[config.mk]
export PLATFORM = sky130hd
export DESIGN_NAME = cpu_trace_buffer_flat
export DESIGN_NICKNAME = d
export VERILOG_FILES = /design/src/rtl/cpu_trace_buffer_pkg.sv /design/src/rtl/cpu_trace_buffer_if.sv /design/src/rtl/cpu_trace_buffer_ram.sv /design/src/rtl/cpu_trace_buffer.sv /design/src/flat_wrapper.sv
export SDC_FILE = /design/constraint.sdc
export NUM_CORES = 1
export LEC_CHECK = 0
export ABC_CLOCK_PERIOD_IN_PS = 4860
export CAP_MARGIN = 10
export CORE_AREA = 4 4 249 154
export CTS_CLUSTER_SIZE = 8
export DETAILED_ROUTE_END_ITERATION = 10
export DIE_AREA = 0 0 253 158
export GPL_TIMING_DRIVEN = 0
export PLACE_DENSITY = 0.69
export SLEW_MARGIN = 10
export SYNTH_ARGS = -nofsm -noshare
export SYNTH_HDL_FRONTEND = slang
export SYNTH_SLANG_ARGS = --single-unit
[constraint.sdc]
create_clock -name clk -period 4.86 [get_ports clk]
set_input_delay 0.972 -clock clk [delete_from_list [all_inputs] [get_ports clk]]
set_output_delay 0.972 -clock clk [all_outputs]
set_load 0.01 [all_outputs]
[src/rtl/cpu_trace_buffer_pkg.sv]
// Shared constants for the cpu trace buffer: FSM encoding and entry layout.
// Each entry is packed as {pc, wb, sreg}, with sreg in the low byte.
package cpu_trace_pkg;

    localparam logic [1:0] ST_IDLE      = 2'd0;
    localparam logic [1:0] ST_ARMED     = 2'd1;
    localparam logic [1:0] ST_TRIGGERED = 2'd2;
    localparam logic [1:0] ST_DONE      = 2'd3;

    localparam int SREG_W        = 8;
    localparam int DEF_I_ADDR_W  = 10;
    localparam int DEF_DATA_W    = 8;
    localparam int ENTRY_W       = DEF_I_ADDR_W + DEF_DATA_W + SREG_W;

    function automatic int entry_width(input int iw, input int dw);
        return iw + dw + SREG_W;
    endfunction

    function automatic int sreg_lsb();
        return 0;
    endfunction

    function automatic int wb_lsb();
        return SREG_W;
    endfunction

    function automatic int pc_lsb(input int dw);
        return SREG_W + dw;
    endfunction

endpackage

[src/rtl/cpu_trace_buffer_if.sv]
// Sample and readback bus between the cpu debug outputs and the trace buffer.
interface cpu_trace_buffer_if
    import cpu_trace_pkg::*;
#(
    parameter int I_ADDR_WIDTH = 10,
    parameter int DATA_WIDTH   = 8,
    parameter int PTR_WIDTH    = 4
);
    logic                    smp_valid;
    logic [I_ADDR_WIDTH-1:0] smp_pc;
    logic [DATA_WIDTH-1:0]   smp_wb;
    logic [SREG_W-1:0]       smp_sreg;

    logic                    rd_en;
    logic [PTR_WIDTH-1:0]    rd_idx;
    logic                    rd_valid;
    logic [I_ADDR_WIDTH-1:0] rd_pc;
    logic [DATA_WIDTH-1:0]   rd_wb;
    logic [SREG_W-1:0]       rd_sreg;

    modport master (
        output smp_valid, smp_pc, smp_wb, smp_sreg, rd_en, rd_idx,
        input  rd_valid, rd_pc, rd_wb, rd_sreg
    );

    modport slave (
        input  smp_valid, smp_pc, smp_wb, smp_sreg, rd_en, rd_idx,
        output rd_valid, rd_pc, rd_wb, rd_sreg
    );
endinterface

[src/rtl/cpu_trace_buffer_ram.sv]
// Simple dual-port trace storage: one write port, one registered read port.
// A same-address read and write returns the previous contents.
module trace_ram #(
    parameter int DEPTH  = 16,
    parameter int ADDR_W = 4,
    parameter int DATA_W = 26
) (
    input  logic              clk,
    input  logic              we,
    input  logic [ADDR_W-1:0] wa,
    input  logic [DATA_W-1:0] wd,
    input  logic              re,
    input  logic [ADDR_W-1:0] ra,
    output logic [DATA_W-1:0] rq
);
    logic [DATA_W-1:0] mem [DEPTH];

    always_ff @(posedge clk) begin
        if (we) mem[wa] <= wd;
        if (re) rq <= mem[ra];
    end
endmodule

[src/rtl/cpu_trace_buffer.sv]
// Instruction trace capture: circular buffer of retired-instruction samples
// with a PC-match trigger, post-trigger window and readback by age index.
module cpu_trace_buffer
    import cpu_trace_pkg::*;
#(
    parameter int I_ADDR_WIDTH = 10,
    parameter int DATA_WIDTH   = 8,
    parameter int DEPTH        = 16,
    parameter int PTR_WIDTH    = 4
) (
    input  logic                    clk,
    input  logic                    reset,
    input  logic                    arm,
    input  logic                    stop,
    input  logic [I_ADDR_WIDTH-1:0] trig_pc,
    input  logic [PTR_WIDTH:0]      post_count,
    output logic [1:0]              state,
    output logic [PTR_WIDTH:0]      count,
    output logic                    overflow,
    cpu_trace_buffer_if.slave       bus
);
    localparam int ENT_W   = entry_width(I_ADDR_WIDTH, DATA_WIDTH);
    localparam int PC_LSB  = pc_lsb(DATA_WIDTH);
    localparam int WB_LSB  = wb_lsb();
    localparam int SR_LSB  = sreg_lsb();
    localparam logic [PTR_WIDTH:0] FULL     = (PTR_WIDTH+1)'(DEPTH);
    localparam logic [PTR_WIDTH:0] POST_MAX = (PTR_WIDTH+1)'(DEPTH-1);

    logic [1:0]           state_reg, state_next;
    logic [PTR_WIDTH-1:0] wr_ptr_reg, wr_ptr_next;
    logic [PTR_WIDTH:0]   count_reg, count_next;
    logic [PTR_WIDTH-1:0] post_reg, post_next;
    logic                 overflow_reg, overflow_next;
    logic                 rd_valid_reg, rd_hit_reg;

    logic                 capturing, wr_en, trig_hit;
    logic [PTR_WIDTH-1:0] post_clamped, rd_addr;
    logic [ENT_W-1:0]     wr_data, rd_data;

    assign capturing    = (state_reg == ST_ARMED) || (state_reg == ST_TRIGGERED);
    // A restart via arm discards whatever sample arrives alongside it.
    assign wr_en        = bus.smp_valid && capturing && !arm;
    assign trig_hit     = wr_en && (state_reg == ST_ARMED) && (bus.smp_pc == trig_pc);
    assign post_clamped = (post_count > POST_MAX) ? POST_MAX[PTR_WIDTH-1:0]
                                                  : post_count[PTR_WIDTH-1:0];
    assign wr_data      = {bus.smp_pc, bus.smp_wb, bus.smp_sreg};

    always_comb begin
        state_next    = state_reg;
        wr_ptr_next   = wr_ptr_reg;
        count_next    = count_reg;
        post_next     = post_reg;
        overflow_next = overflow_reg;
        if (arm) begin
            state_next    = ST_ARMED;
            wr_ptr_next   = '0;
            count_next    = '0;
            post_next     = '0;
            overflow_next = 1'b0;
        end else begin
            if (wr_en) begin
                wr_ptr_next = wr_ptr_reg + 1'b1;
                if (count_reg == FULL) overflow_next = 1'b1;
                else                   count_next    = count_reg + 1'b1;
            end
            case (state_reg)
                ST_ARMED: begin
                    if (trig_hit) begin
                        if (post_clamped == '0) begin
                            state_next = ST_DONE;
                        end else begin
                            state_next = ST_TRIGGERED;
                            post_next  = post_clamped;
                        end
                    end
                end
                ST_TRIGGERED: begin
                    if (wr_en) begin
                        post_next = post_reg - 1'b1;
                        if (post_reg == 1) state_next = ST_DONE;
                    end
                end
                default: ;
            endcase
            if (stop && capturing) state_next = ST_DONE;
        end
    end

    always_ff @(posedge clk or negedge reset) begin
        if (!reset) begin
            state_reg    <= ST_IDLE;
            wr_ptr_reg   <= '0;
            count_reg    <= '0;
            post_reg     <= '0;
            overflow_reg <= 1'b0;
        end else begin
            state_reg    <= state_next;
            wr_ptr_reg   <= wr_ptr_next;
            count_reg    <= count_next;
            post_reg     <= post_next;
            overflow_reg <= overflow_next;
        end
    end

    // Oldest entry sits count slots behind the write pointer; a full count
    // truncates to zero, which lands exactly on the write pointer.
    assign rd_addr = wr_ptr_reg - count_reg[PTR_WIDTH-1:0] + bus.rd_idx;

    always_ff @(posedge clk or negedge reset) begin
        if (!reset) begin
            rd_valid_reg <= 1'b0;
            rd_hit_reg   <= 1'b0;
        end else begin
            rd_valid_reg <= bus.rd_en;
            if (bus.rd_en) rd_hit_reg <= ({1'b0, bus.rd_idx} < count_reg);
        end
    end

    trace_ram #(
        .DEPTH  (DEPTH),
        .ADDR_W (PTR_WIDTH),
        .DATA_W (ENT_W)
    ) u_ram (
        .clk (clk),
        .we  (wr_en),
        .wa  (wr_ptr_reg),
        .wd  (wr_data),
        .re  (bus.rd_en),
        .ra  (rd_addr),
        .rq  (rd_data)
    );

    // The RAM word is unreset, so the hit flag gates it to zero after reset
    // and for out-of-range indices; both only change on a read request.
    assign bus.rd_valid = rd_valid_reg;
    assign bus.rd_pc    = rd_hit_reg ? rd_data[PC_LSB +: I_ADDR_WIDTH] : '0;
    assign bus.rd_wb    = rd_hit_reg ? rd_data[WB_LSB +: DATA_WIDTH]   : '0;
    assign bus.rd_sreg  = rd_hit_reg ? rd_data[SR_LSB +: SREG_W]       : '0;

    assign state    = state_reg;
    assign count    = count_reg;
    assign overflow = overflow_reg;
endmodule
[src/flat_wrapper.sv]
// flat-port wrapper written by rule: the top's interface ports become plain ports
module cpu_trace_buffer_flat import cpu_trace_pkg::*;
#(
    parameter int I_ADDR_WIDTH = 10,
    parameter int DATA_WIDTH   = 8,
    parameter int DEPTH        = 16,
    parameter int PTR_WIDTH    = 4
)
  (clk, reset, arm, stop, trig_pc, post_count, state, count, overflow, bus_smp_valid, bus_smp_pc, bus_smp_wb, bus_smp_sreg, bus_rd_en, bus_rd_idx, bus_rd_valid, bus_rd_pc, bus_rd_wb, bus_rd_sreg);
  cpu_trace_buffer_if #(.I_ADDR_WIDTH(I_ADDR_WIDTH), .DATA_WIDTH(DATA_WIDTH), .PTR_WIDTH(PTR_WIDTH)) bus_i ();
  input  logic clk;
  input  logic reset;
  input  logic arm;
  input  logic stop;
  input  logic [I_ADDR_WIDTH-1:0] trig_pc;
  input  logic [PTR_WIDTH:0] post_count;
  output logic [1:0] state;
  output logic [PTR_WIDTH:0] count;
  output logic overflow;
  input wire logic [$bits(bus_i.smp_valid)-1:0] bus_smp_valid;
  input wire logic [$bits(bus_i.smp_pc)-1:0] bus_smp_pc;
  input wire logic [$bits(bus_i.smp_wb)-1:0] bus_smp_wb;
  input wire logic [$bits(bus_i.smp_sreg)-1:0] bus_smp_sreg;
  input wire logic [$bits(bus_i.rd_en)-1:0] bus_rd_en;
  input wire logic [$bits(bus_i.rd_idx)-1:0] bus_rd_idx;
  output wire logic [$bits(bus_i.rd_valid)-1:0] bus_rd_valid;
  output wire logic [$bits(bus_i.rd_pc)-1:0] bus_rd_pc;
  output wire logic [$bits(bus_i.rd_wb)-1:0] bus_rd_wb;
  output wire logic [$bits(bus_i.rd_sreg)-1:0] bus_rd_sreg;
  assign bus_i.smp_valid = bus_smp_valid;
  assign bus_i.smp_pc = bus_smp_pc;
  assign bus_i.smp_wb = bus_smp_wb;
  assign bus_i.smp_sreg = bus_smp_sreg;
  assign bus_i.rd_en = bus_rd_en;
  assign bus_i.rd_idx = bus_rd_idx;
  assign bus_rd_valid = bus_i.rd_valid;
  assign bus_rd_pc = bus_i.rd_pc;
  assign bus_rd_wb = bus_i.rd_wb;
  assign bus_rd_sreg = bus_i.rd_sreg;
  cpu_trace_buffer #(.I_ADDR_WIDTH(I_ADDR_WIDTH), .DATA_WIDTH(DATA_WIDTH), .DEPTH(DEPTH), .PTR_WIDTH(PTR_WIDTH)) u_core (.clk(clk), .reset(reset), .arm(arm), .stop(stop), .trig_pc(trig_pc), .post_count(post_count), .state(state), .count(count), .overflow(overflow), .bus(bus_i));
endmodule
==> impl_metrics.env <==
export IMPL_criticalPathCategory="in2reg"
export IMPL_cts_tree="yes"
export IMPL_maxCapViolations=0
export IMPL_grt_pass1_vias=9172
export IMPL_gp_congestion=0.779
export IMPL_cts_path_max_buffers=3
export IMPL_outcome="finished, final reports clean"
export IMPL_routed_wl_met2_mm=19.1
export IMPL_vias_per_cell=6.00
export IMPL_syn_area_um2=18200
export IMPL_syn_num_nets=879
export IMPL_hold_viol=0
export IMPL_regArea_um2=13700
export IMPL_synth_seq_area_share_pct=75.4
export IMPL_cts_hold_buf=0
export IMPL_wl_per_cell_um=28.3
export IMPL_yosys_area_top_type_share_pct=72.9
export IMPL_fin_skew_ps=24.0
export IMPL_endpoint_kind="flop"
export IMPL_dieWidth_um=253
export IMPL_hold_class="reg2reg"
export IMPL_avgSynthCellArea_um2=22.5
export IMPL_areaGrowthSynthToFinish_pct=20.7
export IMPL_grt_max_degree=20
export IMPL_syn_inst=808
export IMPL_cts_sinks=460
export IMPL_vias=8890
export IMPL_path_clk_slew_ps=50
export IMPL_min_from="u_core.overflow$_DFFE_PN0P_"
export IMPL_postCtsResizedCells=0
export IMPL_period_share_pct=96.4
export IMPL_critPathMaxFanout=10
export IMPL_wl_met1_mm=18.2
export IMPL_cts_buffers_inserted=67
export IMPL_wl_met3_mm=4.05
export IMPL_yosys_area_top_type="edfxtp_1"
export IMPL_min_to="u_core.overflow$_DFFE_PN0P_"
export IMPL_synthTopCellsByArea="edfxtp_1 73%, mux4_2 15%, dfrtp_1 2.5%"
export IMPL_core_um2=35900
export IMPL_worstSkewPairLatency_ps=570
export IMPL_place_ws_ps=-372
export IMPL_antenna_found_initial=0
export IMPL_largest_reg_flops=416
export IMPL_final_core_util_pct=61.2
export IMPL_hold_ws_ps=497
export IMPL_leakagePower_nw=7.17
export IMPL_r2r_slack_ps=560
export IMPL_tightest_slew_ps=1210
export IMPL_yosys_warnings=0
export IMPL_ys_ff_latch=460
export IMPL_hold_depth=2
export IMPL_min_period_ps=4690
export IMPL_wirelength_mm=42.0
export IMPL_multi_input_area_um2=4230
export IMPL_cp_required_ps=5120
export IMPL_ant_nets=0
export IMPL_clock_fmax_mhz=213
export IMPL_layout_nets=1052
export IMPL_grt_setup_unrepaired="false"
export IMPL_final_setup_tns_ps=0
export IMPL_slew_violations=0
export IMPL_dieArea_um2=40000
export IMPL_setup_ws_ps=173
export IMPL_dp_hpwl_mm=25.4
export IMPL_top_layer="met4"
export IMPL_htree_levels=3
export IMPL_peakVddDrop_uv=357
export IMPL_track_usage_pct=21.7
export IMPL_r2r_cells=10
export IMPL_ys_types=39
export IMPL_relSlewSlack_pct=18.6
export IMPL_root_buffer="clkbuf_16"
export IMPL_critPathArrivalTime_ps=4950
export IMPL_worstSetupStartpointType="input port"
export IMPL_die_h_um=158
export IMPL_reg2reg_to="u_core.u_ram.rq[25]$_DFFE_PP_"
export IMPL_drive_gt1_share_pct=25.4
export IMPL_n_fill_cell=2507
export IMPL_portBuffers=85
export IMPL_grt_pass1_wl_mm=61.5
export IMPL_r2r_start="u_core.wr_ptr_reg[0]$_DFFE_PN0P_"
export IMPL_finalSetupViolCount=0
export IMPL_start_util_pct=50.6
export IMPL_rows=54
export IMPL_ios=86
export IMPL_drt_pre_antenna_iters=5
export IMPL_grt_overflow=0
export IMPL_drtIter0Drc=1109
export IMPL_p_per_area_nw_per_um2=645
export IMPL_post_cts_buffers=0
export IMPL_drc=0
==> area by class of cell <==
class                      instances  area share, %
sequential                       460           62.4
multi-input combinational        294           19.3
clock buffer                      87           8.16
timing repair buffer             104           5.70
tap                              476           2.71
buffer                            35           1.01
clock inverter                     6          0.404
inverter                          19          0.324
antenna                            1         0.0114
==> cell usage after synthesis (all sizes together) <==
cell    number
a211o        2
a211oi       1
a21o         3
a21oi       11
a31oi        1
a41o         2
and2        38
buf         15
clkbuf      20
dfrtp       18
edfxtp     442
fa           3
ha          17
inv         19
mux2i        3
mux4       130
nand2       10
nand2b       4
nand3        2
nand4        7
nor2        17
nor2b        3
nor3         9
nor4         2
nor4bb       1
o211ai       1
o21ai        1
o22a         1
o31ai        1
or4          1
xnor2       20
xor2         3
==> layout by cell type, fill, tap and decap left out, types with 7 or more instances in the layout <==
cell type and count:
edfxtp_1 442, mux4_2 124, clkdlybuf4s50_1 84, clkbuf_16 69, clkbuf_1 38, and2_1 26
inv_1 19, xnor2_1 18, dfrtp_1 18, ha_1 17, nor2_1 14, and2_2 12
buf_12 11, nand2_1 10, a21oi_1 10, buf_2 8, nor3_1 8, nand4_1 7
buf_16 7
==> through the flow <==
stage	cell area, um2	instances	total power [W]
CTS	22000	1481	0.0143
finish	22000	1482	0.0142
detailed placement	20100	1388	0.0101
floorplan	18200	808	0.00845
global placement	19700	1369	0.00998
global route	22000	1481	0.0148
==> worst max path at each step <==
stage,from,slack (ps),end
after detailed placement,bus_rd_idx[1],-370,u_core.u_ram.rq[25]$_DFFE_PP_
after floorplan,bus_rd_idx[1],1030,u_core.u_ram.rq[0]$_DFFE_PP_
after CTS,bus_rd_idx[1],210,u_core.u_ram.rq[25]$_DFFE_PP_
after global routing,bus_rd_idx[1],70,u_core.u_ram.rq[25]$_DFFE_PP_
final,bus_rd_idx[1],170,u_core.u_ram.rq[25]$_DFFE_PP_
after global placement,bus_smp_valid,-2010,u_core.u_ram.mem[0][0]$_DFFE_PP_
==> layer usage <==
layer | vias to the layer above | global-route usage (%)
met5 | - | 0
met3 | 51 | 5.12
met2 | 482 | 32.2
met1 | 4655 | 33.3
li1 | 3702 | -
met4 | 0 | 5.22
==> report_power, final <==
part	internal, W	switching (W)
sequential	0.00470	0.0000800
clock	0.00261	0.00160
combinational	0.00266	0.00253
==> critical path, stage by stage <==
cell             delay (ps)
clkdlybuf4s50_1         490
inv_1                    70
fa_1                    520
inv_1                    60
fa_1                    490
clkbuf_1                220
buf_2                   310
clkbuf_1                790
mux4_2                  440
mux4_1                  570
==> kinds of logic (layout without fill, tap and decap cells) <==
family / count (synthesis) / after routing / synth area share (%)
flip-flops: 460 / 460 / 75.4
XOR/XNOR: 23 / 23 / 1.42
AND/OR/NAND/NOR: 94 / 94 / 2.81
other: 0 / 1 / 0
multiplexers: 133 / 133 / 16.4
AO/OA/AOI/OAI: 24 / 24 / 0.914
adder cells (fa/ha/maj): 20 / 20 / 1.50
buffers and inverters: 54 / 251 / 1.61
(Power assumes the default switching activity.)
